[config.mk]
export PLATFORM = sky130hd
export DESIGN_NAME = multicycle_ctrl_flat
export DESIGN_NICKNAME = d
export VERILOG_FILES = /design/src/rtl/multicycle_ctrl_if.sv /design/src/rtl/multicycle_ctrl.sv /design/src/flat_wrapper.sv
export SDC_FILE = /design/constraint.sdc
export NUM_CORES = 1
export LEC_CHECK = 0
export BUFFER_PORTS_ARGS = -buffer_cell sky130_fd_sc_hd__buf_2
export CORE_MARGIN = 2
export CORE_UTILIZATION = 42
export CTS_CLUSTER_DIAMETER = 80
export DETAILED_ROUTE_END_ITERATION = 10
export PLACE_DENSITY = 0.77
export SETUP_SLACK_MARGIN = 0.4
export SLEW_MARGIN = 10
export SYNTH_ARGS = -nofsm -noshare
export SYNTH_HDL_FRONTEND = slang
export SYNTH_SLANG_ARGS = --single-unit
[constraint.sdc]
create_clock -name clk -period 1.7 [get_ports clk]
set_clock_uncertainty 0.15 [all_clocks]
set_input_delay 0.085 -clock clk [delete_from_list [all_inputs] [get_ports clk]]
set_output_delay 0.085 -clock clk [all_outputs]
set_load 0.02 [all_outputs]
[src/rtl/multicycle_ctrl_if.sv]
// Control bundle between the multicycle main controller and the datapath /
// ALU control decoder. The master side is the controller.
interface multicycle_ctrl_if;
  logic [5:0] op;
  logic       zero;
  logic       sign;
  logic       jmorsig;
  logic       aluop3;
  logic       aluop2;
  logic       aluop1;
  logic       aluop0;
  logic       pcwrite;
  logic [1:0] pcsrc;
  logic       iord;
  logic       memread;
  logic       memwrite;
  logic       irwrite;
  logic       regdst;
  logic       regwrite;
  logic       memtoreg;
  logic       alusrca;
  logic [1:0] alusrcb;
  logic       zext;
  logic       instr_done;
  logic       illegal;
  logic [3:0] state;

  modport master (
    input  op, zero, sign, jmorsig,
    output aluop3, aluop2, aluop1, aluop0, pcwrite, pcsrc, iord, memread,
           memwrite, irwrite, regdst, regwrite, memtoreg, alusrca, alusrcb,
           zext, instr_done, illegal, state
  );

  modport slave (
    output op, zero, sign, jmorsig,
    input  aluop3, aluop2, aluop1, aluop0, pcwrite, pcsrc, iord, memread,
           memwrite, irwrite, regdst, regwrite, memtoreg, alusrca, alusrcb,
           zext, instr_done, illegal, state
  );
endinterface

[src/rtl/multicycle_ctrl.sv]
// Multicycle main control FSM: sequences fetch/decode/execute/memory/writeback
// and drives ALUOp plus every datapath select and write strobe.
module multicycle_ctrl #(
  parameter logic [5:0] OP_R    = 6'b000000,
  parameter logic [5:0] OP_LW   = 6'b100011,
  parameter logic [5:0] OP_SW   = 6'b101011,
  parameter logic [5:0] OP_BEQ  = 6'b000100,
  parameter logic [5:0] OP_BLEZ = 6'b000110,
  parameter logic [5:0] OP_ANDI = 6'b001100
) (
  input  logic               clk,
  input  logic               reset,
  multicycle_ctrl_if.master  bus
);

  typedef enum logic [3:0] {
    FETCH  = 4'd0,
    DECODE = 4'd1,
    MEMADR = 4'd2,
    MEMRD  = 4'd3,
    MEMWB  = 4'd4,
    MEMWR  = 4'd5,
    REXEC  = 4'd6,
    RWB    = 4'd7,
    BEQ    = 4'd8,
    BLEZ   = 4'd9,
    ANDIEX = 4'd10,
    ANDIWB = 4'd11
  } state_t;

  state_t     state_q, state_d;
  logic       jmor_q, jmor_d;
  logic [3:0] aluop;
  logic       pcwrite;
  logic [1:0] pcsrc;
  logic       iord, memread, memwrite, irwrite;
  logic       regdst, regwrite, memtoreg, alusrca;
  logic [1:0] alusrcb;
  logic       zext, instr_done, illegal;

  // jmor_q remembers whether the R-type in flight was a jmor so RWB can
  // redirect the PC instead of writing the register file.
  always_ff @(posedge clk) begin
    if (reset) begin
      state_q <= FETCH;
      jmor_q  <= 1'b0;
    end else begin
      state_q <= state_d;
      jmor_q  <= jmor_d;
    end
  end

  always_comb begin
    state_d    = FETCH;
    jmor_d     = jmor_q;
    aluop      = 4'b0000;
    pcwrite    = 1'b0;
    pcsrc      = 2'b00;
    iord       = 1'b0;
    memread    = 1'b0;
    memwrite   = 1'b0;
    irwrite    = 1'b0;
    regdst     = 1'b0;
    regwrite   = 1'b0;
    memtoreg   = 1'b0;
    alusrca    = 1'b0;
    alusrcb    = 2'b00;
    zext       = 1'b0;
    instr_done = 1'b0;
    illegal    = 1'b0;
    case (state_q)
      FETCH: begin
        memread = 1'b1;
        irwrite = 1'b1;
        alusrcb = 2'b01;
        aluop   = 4'b1000;
        pcwrite = 1'b1;
        state_d = DECODE;
      end
      DECODE: begin
        alusrcb = 2'b11;
        aluop   = 4'b1000;
        case (bus.op)
          OP_LW, OP_SW: state_d = MEMADR;
          OP_R:         state_d = REXEC;
          OP_BEQ:       state_d = BEQ;
          OP_BLEZ:      state_d = BLEZ;
          OP_ANDI:      state_d = ANDIEX;
          default: begin
            illegal    = 1'b1;
            instr_done = 1'b1;
            state_d    = FETCH;
          end
        endcase
      end
      MEMADR: begin
        alusrca = 1'b1;
        alusrcb = 2'b10;
        aluop   = 4'b1000;
        state_d = (bus.op == OP_LW) ? MEMRD : MEMWR;
      end
      MEMRD: begin
        memread = 1'b1;
        iord    = 1'b1;
        state_d = MEMWB;
      end
      MEMWB: begin
        regwrite   = 1'b1;
        memtoreg   = 1'b1;
        instr_done = 1'b1;
      end
      MEMWR: begin
        memwrite   = 1'b1;
        iord       = 1'b1;
        instr_done = 1'b1;
      end
      REXEC: begin
        alusrca = 1'b1;
        aluop   = 4'b0010;
        jmor_d  = bus.jmorsig;
        state_d = RWB;
      end
      RWB: begin
        instr_done = 1'b1;
        jmor_d     = 1'b0;
        if (jmor_q) begin
          pcwrite = 1'b1;
          pcsrc   = 2'b10;
        end else begin
          regwrite = 1'b1;
          regdst   = 1'b1;
        end
      end
      BEQ: begin
        alusrca    = 1'b1;
        aluop      = 4'b0001;
        pcsrc      = 2'b01;
        pcwrite    = bus.zero;
        instr_done = 1'b1;
      end
      BLEZ: begin
        alusrca    = 1'b1;
        aluop      = 4'b0101;
        pcsrc      = 2'b01;
        pcwrite    = bus.zero | bus.sign;
        instr_done = 1'b1;
      end
      ANDIEX: begin
        alusrca = 1'b1;
        alusrcb = 2'b10;
        zext    = 1'b1;
        aluop   = 4'b0100;
        state_d = ANDIWB;
      end
      ANDIWB: begin
        regwrite   = 1'b1;
        zext       = 1'b1;
        instr_done = 1'b1;
      end
      default: state_d = FETCH;
    endcase
  end

  // Reset blanks every output immediately, even before the state register
  // has been forced back to FETCH.
  assign bus.aluop3     = ~reset & aluop[3];
  assign bus.aluop2     = ~reset & aluop[2];
  assign bus.aluop1     = ~reset & aluop[1];
  assign bus.aluop0     = ~reset & aluop[0];
  assign bus.pcwrite    = ~reset & pcwrite;
  assign bus.pcsrc      = reset ? 2'b00 : pcsrc;
  assign bus.iord       = ~reset & iord;
  assign bus.memread    = ~reset & memread;
  assign bus.memwrite   = ~reset & memwrite;
  assign bus.irwrite    = ~reset & irwrite;
  assign bus.regdst     = ~reset & regdst;
  assign bus.regwrite   = ~reset & regwrite;
  assign bus.memtoreg   = ~reset & memtoreg;
  assign bus.alusrca    = ~reset & alusrca;
  assign bus.alusrcb    = reset ? 2'b00 : alusrcb;
  assign bus.zext       = ~reset & zext;
  assign bus.instr_done = ~reset & instr_done;
  assign bus.illegal    = ~reset & illegal;
  assign bus.state      = reset ? 4'd0 : state_q;

endmodule

[src/flat_wrapper.sv]
// flat-port wrapper written by rule: the top's interface ports become plain ports
module multicycle_ctrl_flat 
#(
  parameter logic [5:0] OP_R    = 6'b000000,
  parameter logic [5:0] OP_LW   = 6'b100011,
  parameter logic [5:0] OP_SW   = 6'b101011,
  parameter logic [5:0] OP_BEQ  = 6'b000100,
  parameter logic [5:0] OP_BLEZ = 6'b000110,
  parameter logic [5:0] OP_ANDI = 6'b001100
)
  (clk, reset, bus_op, bus_zero, bus_sign, bus_jmorsig, bus_aluop3, bus_aluop2, bus_aluop1, bus_aluop0, bus_pcwrite, bus_pcsrc, bus_iord, bus_memread, bus_memwrite, bus_irwrite, bus_regdst, bus_regwrite, bus_memtoreg, bus_alusrca, bus_alusrcb, bus_zext, bus_instr_done, bus_illegal, bus_state);
  multicycle_ctrl_if bus_i ();
  input  logic clk;
  input  logic reset;
  input wire logic [$bits(bus_i.op)-1:0] bus_op;
  input wire logic [$bits(bus_i.zero)-1:0] bus_zero;
  input wire logic [$bits(bus_i.sign)-1:0] bus_sign;
  input wire logic [$bits(bus_i.jmorsig)-1:0] bus_jmorsig;
  output wire logic [$bits(bus_i.aluop3)-1:0] bus_aluop3;
  output wire logic [$bits(bus_i.aluop2)-1:0] bus_aluop2;
  output wire logic [$bits(bus_i.aluop1)-1:0] bus_aluop1;
  output wire logic [$bits(bus_i.aluop0)-1:0] bus_aluop0;
  output wire logic [$bits(bus_i.pcwrite)-1:0] bus_pcwrite;
  output wire logic [$bits(bus_i.pcsrc)-1:0] bus_pcsrc;
  output wire logic [$bits(bus_i.iord)-1:0] bus_iord;
  output wire logic [$bits(bus_i.memread)-1:0] bus_memread;
  output wire logic [$bits(bus_i.memwrite)-1:0] bus_memwrite;
  output wire logic [$bits(bus_i.irwrite)-1:0] bus_irwrite;
  output wire logic [$bits(bus_i.regdst)-1:0] bus_regdst;
  output wire logic [$bits(bus_i.regwrite)-1:0] bus_regwrite;
  output wire logic [$bits(bus_i.memtoreg)-1:0] bus_memtoreg;
  output wire logic [$bits(bus_i.alusrca)-1:0] bus_alusrca;
  output wire logic [$bits(bus_i.alusrcb)-1:0] bus_alusrcb;
  output wire logic [$bits(bus_i.zext)-1:0] bus_zext;
  output wire logic [$bits(bus_i.instr_done)-1:0] bus_instr_done;
  output wire logic [$bits(bus_i.illegal)-1:0] bus_illegal;
  output wire logic [$bits(bus_i.state)-1:0] bus_state;
  assign bus_i.op = bus_op;
  assign bus_i.zero = bus_zero;
  assign bus_i.sign = bus_sign;
  assign bus_i.jmorsig = bus_jmorsig;
  assign bus_aluop3 = bus_i.aluop3;
  assign bus_aluop2 = bus_i.aluop2;
  assign bus_aluop1 = bus_i.aluop1;
  assign bus_aluop0 = bus_i.aluop0;
  assign bus_pcwrite = bus_i.pcwrite;
  assign bus_pcsrc = bus_i.pcsrc;
  assign bus_iord = bus_i.iord;
  assign bus_memread = bus_i.memread;
  assign bus_memwrite = bus_i.memwrite;
  assign bus_irwrite = bus_i.irwrite;
  assign bus_regdst = bus_i.regdst;
  assign bus_regwrite = bus_i.regwrite;
  assign bus_memtoreg = bus_i.memtoreg;
  assign bus_alusrca = bus_i.alusrca;
  assign bus_alusrcb = bus_i.alusrcb;
  assign bus_zext = bus_i.zext;
  assign bus_instr_done = bus_i.instr_done;
  assign bus_illegal = bus_i.illegal;
  assign bus_state = bus_i.state;
  multicycle_ctrl #(.OP_R(OP_R), .OP_LW(OP_LW), .OP_SW(OP_SW), .OP_BEQ(OP_BEQ), .OP_BLEZ(OP_BLEZ), .OP_ANDI(OP_ANDI)) u_core (.clk(clk), .reset(reset), .bus(bus_i));
endmodule
==> flow_summary.yaml, run 1 <==
status:
  outcome: "aborted with a tool error"
  stop_stage: "4_1_cts"
  error_line: "[ERROR DPL-0038] Utilization greater than 100%, impossible to legalize"
placement:
  hpwl_um: 1690
  pre_cts_ws_ns: 0.109
  placed_cell_area_um2: 958
  portBuffers: 34
  place.gp.congestion: 0.892
  dp_cells: 147
clock_network:
  h-tree-depth: 1
  cts_resized: 79
  root_buffer: "clkbuf_4"
  hold_buffers: 1
  cts_buffer_depth: 2
  cts_buffers: 3
  numClockSinks: 5
  postCtsSetupRepairBufs: 16
synth:
  ys_warn_count: 0
  synth_seq_cells: 5
  synth_ff_type: "dfxtp_1"
  synth.top_cell.area_share_pct: 16.5
  synth.area.top_cells: "dfxtp_1, nor2_1, nor3_1"
  synth-async-reset-ratio_pct: 0
  synth_cell_types: 31
  yosysTopAreaCell: "dfxtp_1"
  syn_area_per_cell_um2: 6.61
  ys_seq_area_share_pct: 16.5
  synth_area_um2: 608
  syn_inst: 92
  synth_edf_count: 0
  synthesis.nets: 103
floorplanning:
  ioPinCount: 35
  fp.dieH_um: 42.1
  fp.dieW_um: 42.1
  rows: 13
  start_util_pct: 45.6
==> per-stage QoR <==
stage	hold slack [ns]	util (%)
after floorplan	0.0536	-
after detailed placement	0.229	71.9
after global placement	0.216	71.9
==> synthesized netlist by cell type, types with 5 or more instances <==
master,instances
nor2_1,17
nor3_1,8
nand2_1,7
a21oi_1,6
nor2b_1,6
clkbuf_1,5
dfxtp_1,5
nand2b_1,5
==> kinds of logic after synthesis <==
logic type,synth area share (%)
AND/OR/NAND/NOR,45.3
XOR/XNOR,2.88
flip-flops,16.5
adder cells (fa/ha/maj),3.29
buffers and inverters,5.97
AO/OA/AOI/OAI,26.1
==> run 2: changes to the inputs <==
Settings changed: CORE_AREA from default to 2 2 63 65, CORE_MARGIN 2 to default, CORE_UTILIZATION 42 to default, CTS_CLUSTER_DIAMETER 80 to default, DIE_AREA from default to 0 0 65 67, PLACE_DENSITY 0.77 to default, PLACE_DENSITY_LB_ADDON from default to 0.15, SETUP_SLACK_MARGIN 0.4 to default.
==> run 2 against run 1 <==
The flow now finishes, with violations (setup timing). Area after synthesis unchanged. Synthesized cell count unchanged.
==> flow_summary.yaml, run 2 <==
timing:
  hold_viol: 0
  rsz0062_at_grt: "yes"
  finalWorstSetupSlack_ns: -0.00440
  relSlewSlack_pct: 73.0
  fin_crit_sh_pct: 100
  drv_slew: 0
  setup_tns_ns: -0.00440
  clock.fmax_mhz: 587
  tightest_slew_ns: 0.401
  setup_viol: 1
  holdWs_ns: 0.0601
  min_period_ns: 1.70
routing:
  route.detailed.drc: 0
  vias_per_cell: 4.40
  wirelength_um: 2180
  post_drt_wl_per_cell_um: 11.6
  ant_nets: 0
  drtPass1Iterations: 6
  drtIter0Drc: 37
  dr_total_vias: 822
power:
  p_seq_share_pct: 25.9
  power.density_mw_per_mm2: 466
  internal_power_uw: 340
  leakage_nw: 0.465
  clkPwrFrac_pct: 45.0
  p_total_uw: 481
  peakVddDrop_v: 0.000242
  sw_frac_of_total_pct: 29.3
  power_frac_comb_pct: 29.2
  power.switching_uw: 141
status:
  violations: "setup timing"
  outcome: "finished with violations"
floorplanning:
  core_area_mm2: 0.00361
  die-area_mm2: 0.00436
  start_util_pct: 16.9
  fp.dieW_um: 65
  rows: 22
  fp.dieH_um: 67
  ioPinCount: 35
global_route:
  grt_pass1_wl_um: 3620
  grt_usage_pct: 10.9
  antenna_found_initial: 0
  grt_pass1_vias: 735
  grt_max_degree: 11
  gr-total-overflow: 0
critical_path:
  r2r-start: "u_core.state_q[1]"
  crit_type: "register to output pin"
  crit_fanout: 4
  cp-start-kind: "register"
  worstPathRequired_ns: 1.46
  reg2reg_slack_ns: 0.25
  r2r_end: "u_core.state_q[3]"
  arrival_ns: 1.47
  end_kind: "output pin"
  worstRegToRegCells: 4
synth:
  synthXorXnorAreaFrac_pct: 2.88
  yosysTopAreaCell: "dfxtp_1"
  netlist_top_cells_count: "nor2_1, nor3_1, nand2_1, a21oi_1, nor2b_1"
  synth_seq_cells: 5
  synthAdderAreaFrac_pct: 3.29
  yosys.area_share.simple_pct: 45.3
  syn_inst: 92
  synth_most_common_cell: "nor2_1"
  synth.area.top_cells: "dfxtp_1, nor2_1, nor3_1"
  synth_edf_count: 0
  synthMuxAreaShare_pct: 0
  synth-async-reset-ratio_pct: 0
  synth_ff_type: "dfxtp_1"
  synthesis.nets: 103
  synth_top_family_by_area: "simple AND/OR/NAND/NOR gates"
  synth_cell_types: 31
  ys_seq_area_share_pct: 16.5
  synth_compound_area_share_pct: 26.1
  ys_warn_count: 0
  synth_area_um2: 608
  synth.top_cell.area_share_pct: 16.5
  syn_area_per_cell_um2: 6.61
cells_and_area:
  fill_cells: 420
  top_regs: "u_core.state_q x4, u_core.jmor_q x1"
  layout_commonest_cell: "buf_2"
  nets: 151
  largest_register: "u_core.state_q"
  final_cell_mix: "buf_2, nor2_1, buf_4"
  design_area_mm2: 0.00103
  drive_gt1_share_pct: 46.8
  area_growth_pct: 70.0
  diodes: 0
  largest_reg_flops: 4
clock_network:
  cts_buffer_depth: 2
  numClockSinks: 5
  tritoncts: "done"
  path_clk_slew_ns: 0.04
  cts_buffers: 3
  root_buffer: "clkbuf_8"
  insertion_delay_ns: 0.22
  h-tree-depth: 1
placement:
  pre_cts_ws_ns: 0.0675
  place.gp.congestion: 0.757
  portBuffers: 34
  placed_cell_area_um2: 926
  hpwl_um: 1780
worst_hold_path:
  hold_path.class: "primary input to register"
  hold_depth: 4
  hold_start: "bus_op[5]"
  min_to: "u_core.state_q[2]"
flow_run:
  drv_cap: 0
[run 2: cell counts after synthesis]
Identical to the previous run, type by type.
[run 2: final cells by class]
type	instances	area, µm²	area share [%]
Tap cell	48	60.1	5.81
Clock inverter	1	5.00	0.484
Timing Repair Buffer	50	299	28.9
Inverter	2	7.51	0.726
Sequential cell	5	108	10.4
Multi-Input combinational cell	78	513	49.6
Clock buffer	3	41.3	4.00
[run 2: worst max path at each step]
stage,depth (start not counted),slack [ns],endpoint,start
floorplan,4,0.008,bus_iord,u_core.state_q[0]
global placement,4,0.08,u_core.state_q[0],u_core.state_q[1]
detailed placement,4,0.07,u_core.state_q[0],u_core.state_q[1]
CTS,4,-0.02,bus_instr_done,u_core.state_q[3]
global route,4,-0.08,bus_instr_done,u_core.state_q[3]
finish,4,-0.004,bus_instr_done,u_core.state_q[3]
[run 2: what timing repair did]
item | in CTS | in global routing
hold buffers | 1 | 0
buffers inserted | 0 | 0
setup endpoints to repair | 12 | 10
pin swaps | 1 | 0
gates resized for setup | 11 | 4
gates cloned | 0 | 0
endpoints found under the hold margin | 1 | 0
[run 2: worst max-delay path, cell delays in order (launching register included)]
cell and delay [ns]:
dfxtp_2 0.33, or3_4 0.40, a2111oi_4 0.21, o21bai_4 0.18, buf_6 0.13
[run 2: routing by layer]
layer  up-vias  share of wire, %  wire length (µm)  global-route usage, %
met1       366                48              1030                   13.9
met5         -                 0                 0                      0
met3         2               6.7               146                   3.72
met2        26                45               977                   17.5
met4         0              0.83                18                   2.39
li1        428                 -                 -                      -
[run 2: logic make-up (layout without fill, tap and decap cells)]
| family | Yosys count | count (layout) |
|---|---|---|
| AO/OA/AOI/OAI | 20 | 20 |
| XOR/XNOR | 2 | 2 |
| buffers and inverters | 9 | 56 |
| flip-flops | 5 | 5 |
| adder cells (fa/ha/maj) | 2 | 2 |
| AND/OR/NAND/NOR | 54 | 54 |
[run 2: per-stage QoR]
step / util, % / cells
6_report: 28.7 / 187
3_3_place_gp: 25.7 / 182
5_1_grt: 28.7 / 187
3_5_place_dp: 25.7 / 182
4_1_cts: 28.2 / 187
2_1_floorplan: - / 92
[run 2: power groups by stage]
stage,logic [mW],clock network [mW],registers [mW]
4_1_cts,0.141,0.224,0.126
5_1_grt,0.154,0.239,0.125
6_report,0.140,0.216,0.124
2_1_floorplan,0.0750,0,0.125
3_3_place_gp,0.133,0,0.127
3_5_place_dp,0.132,0,0.127
Note: power is estimated with default switching activity, not from simulation.
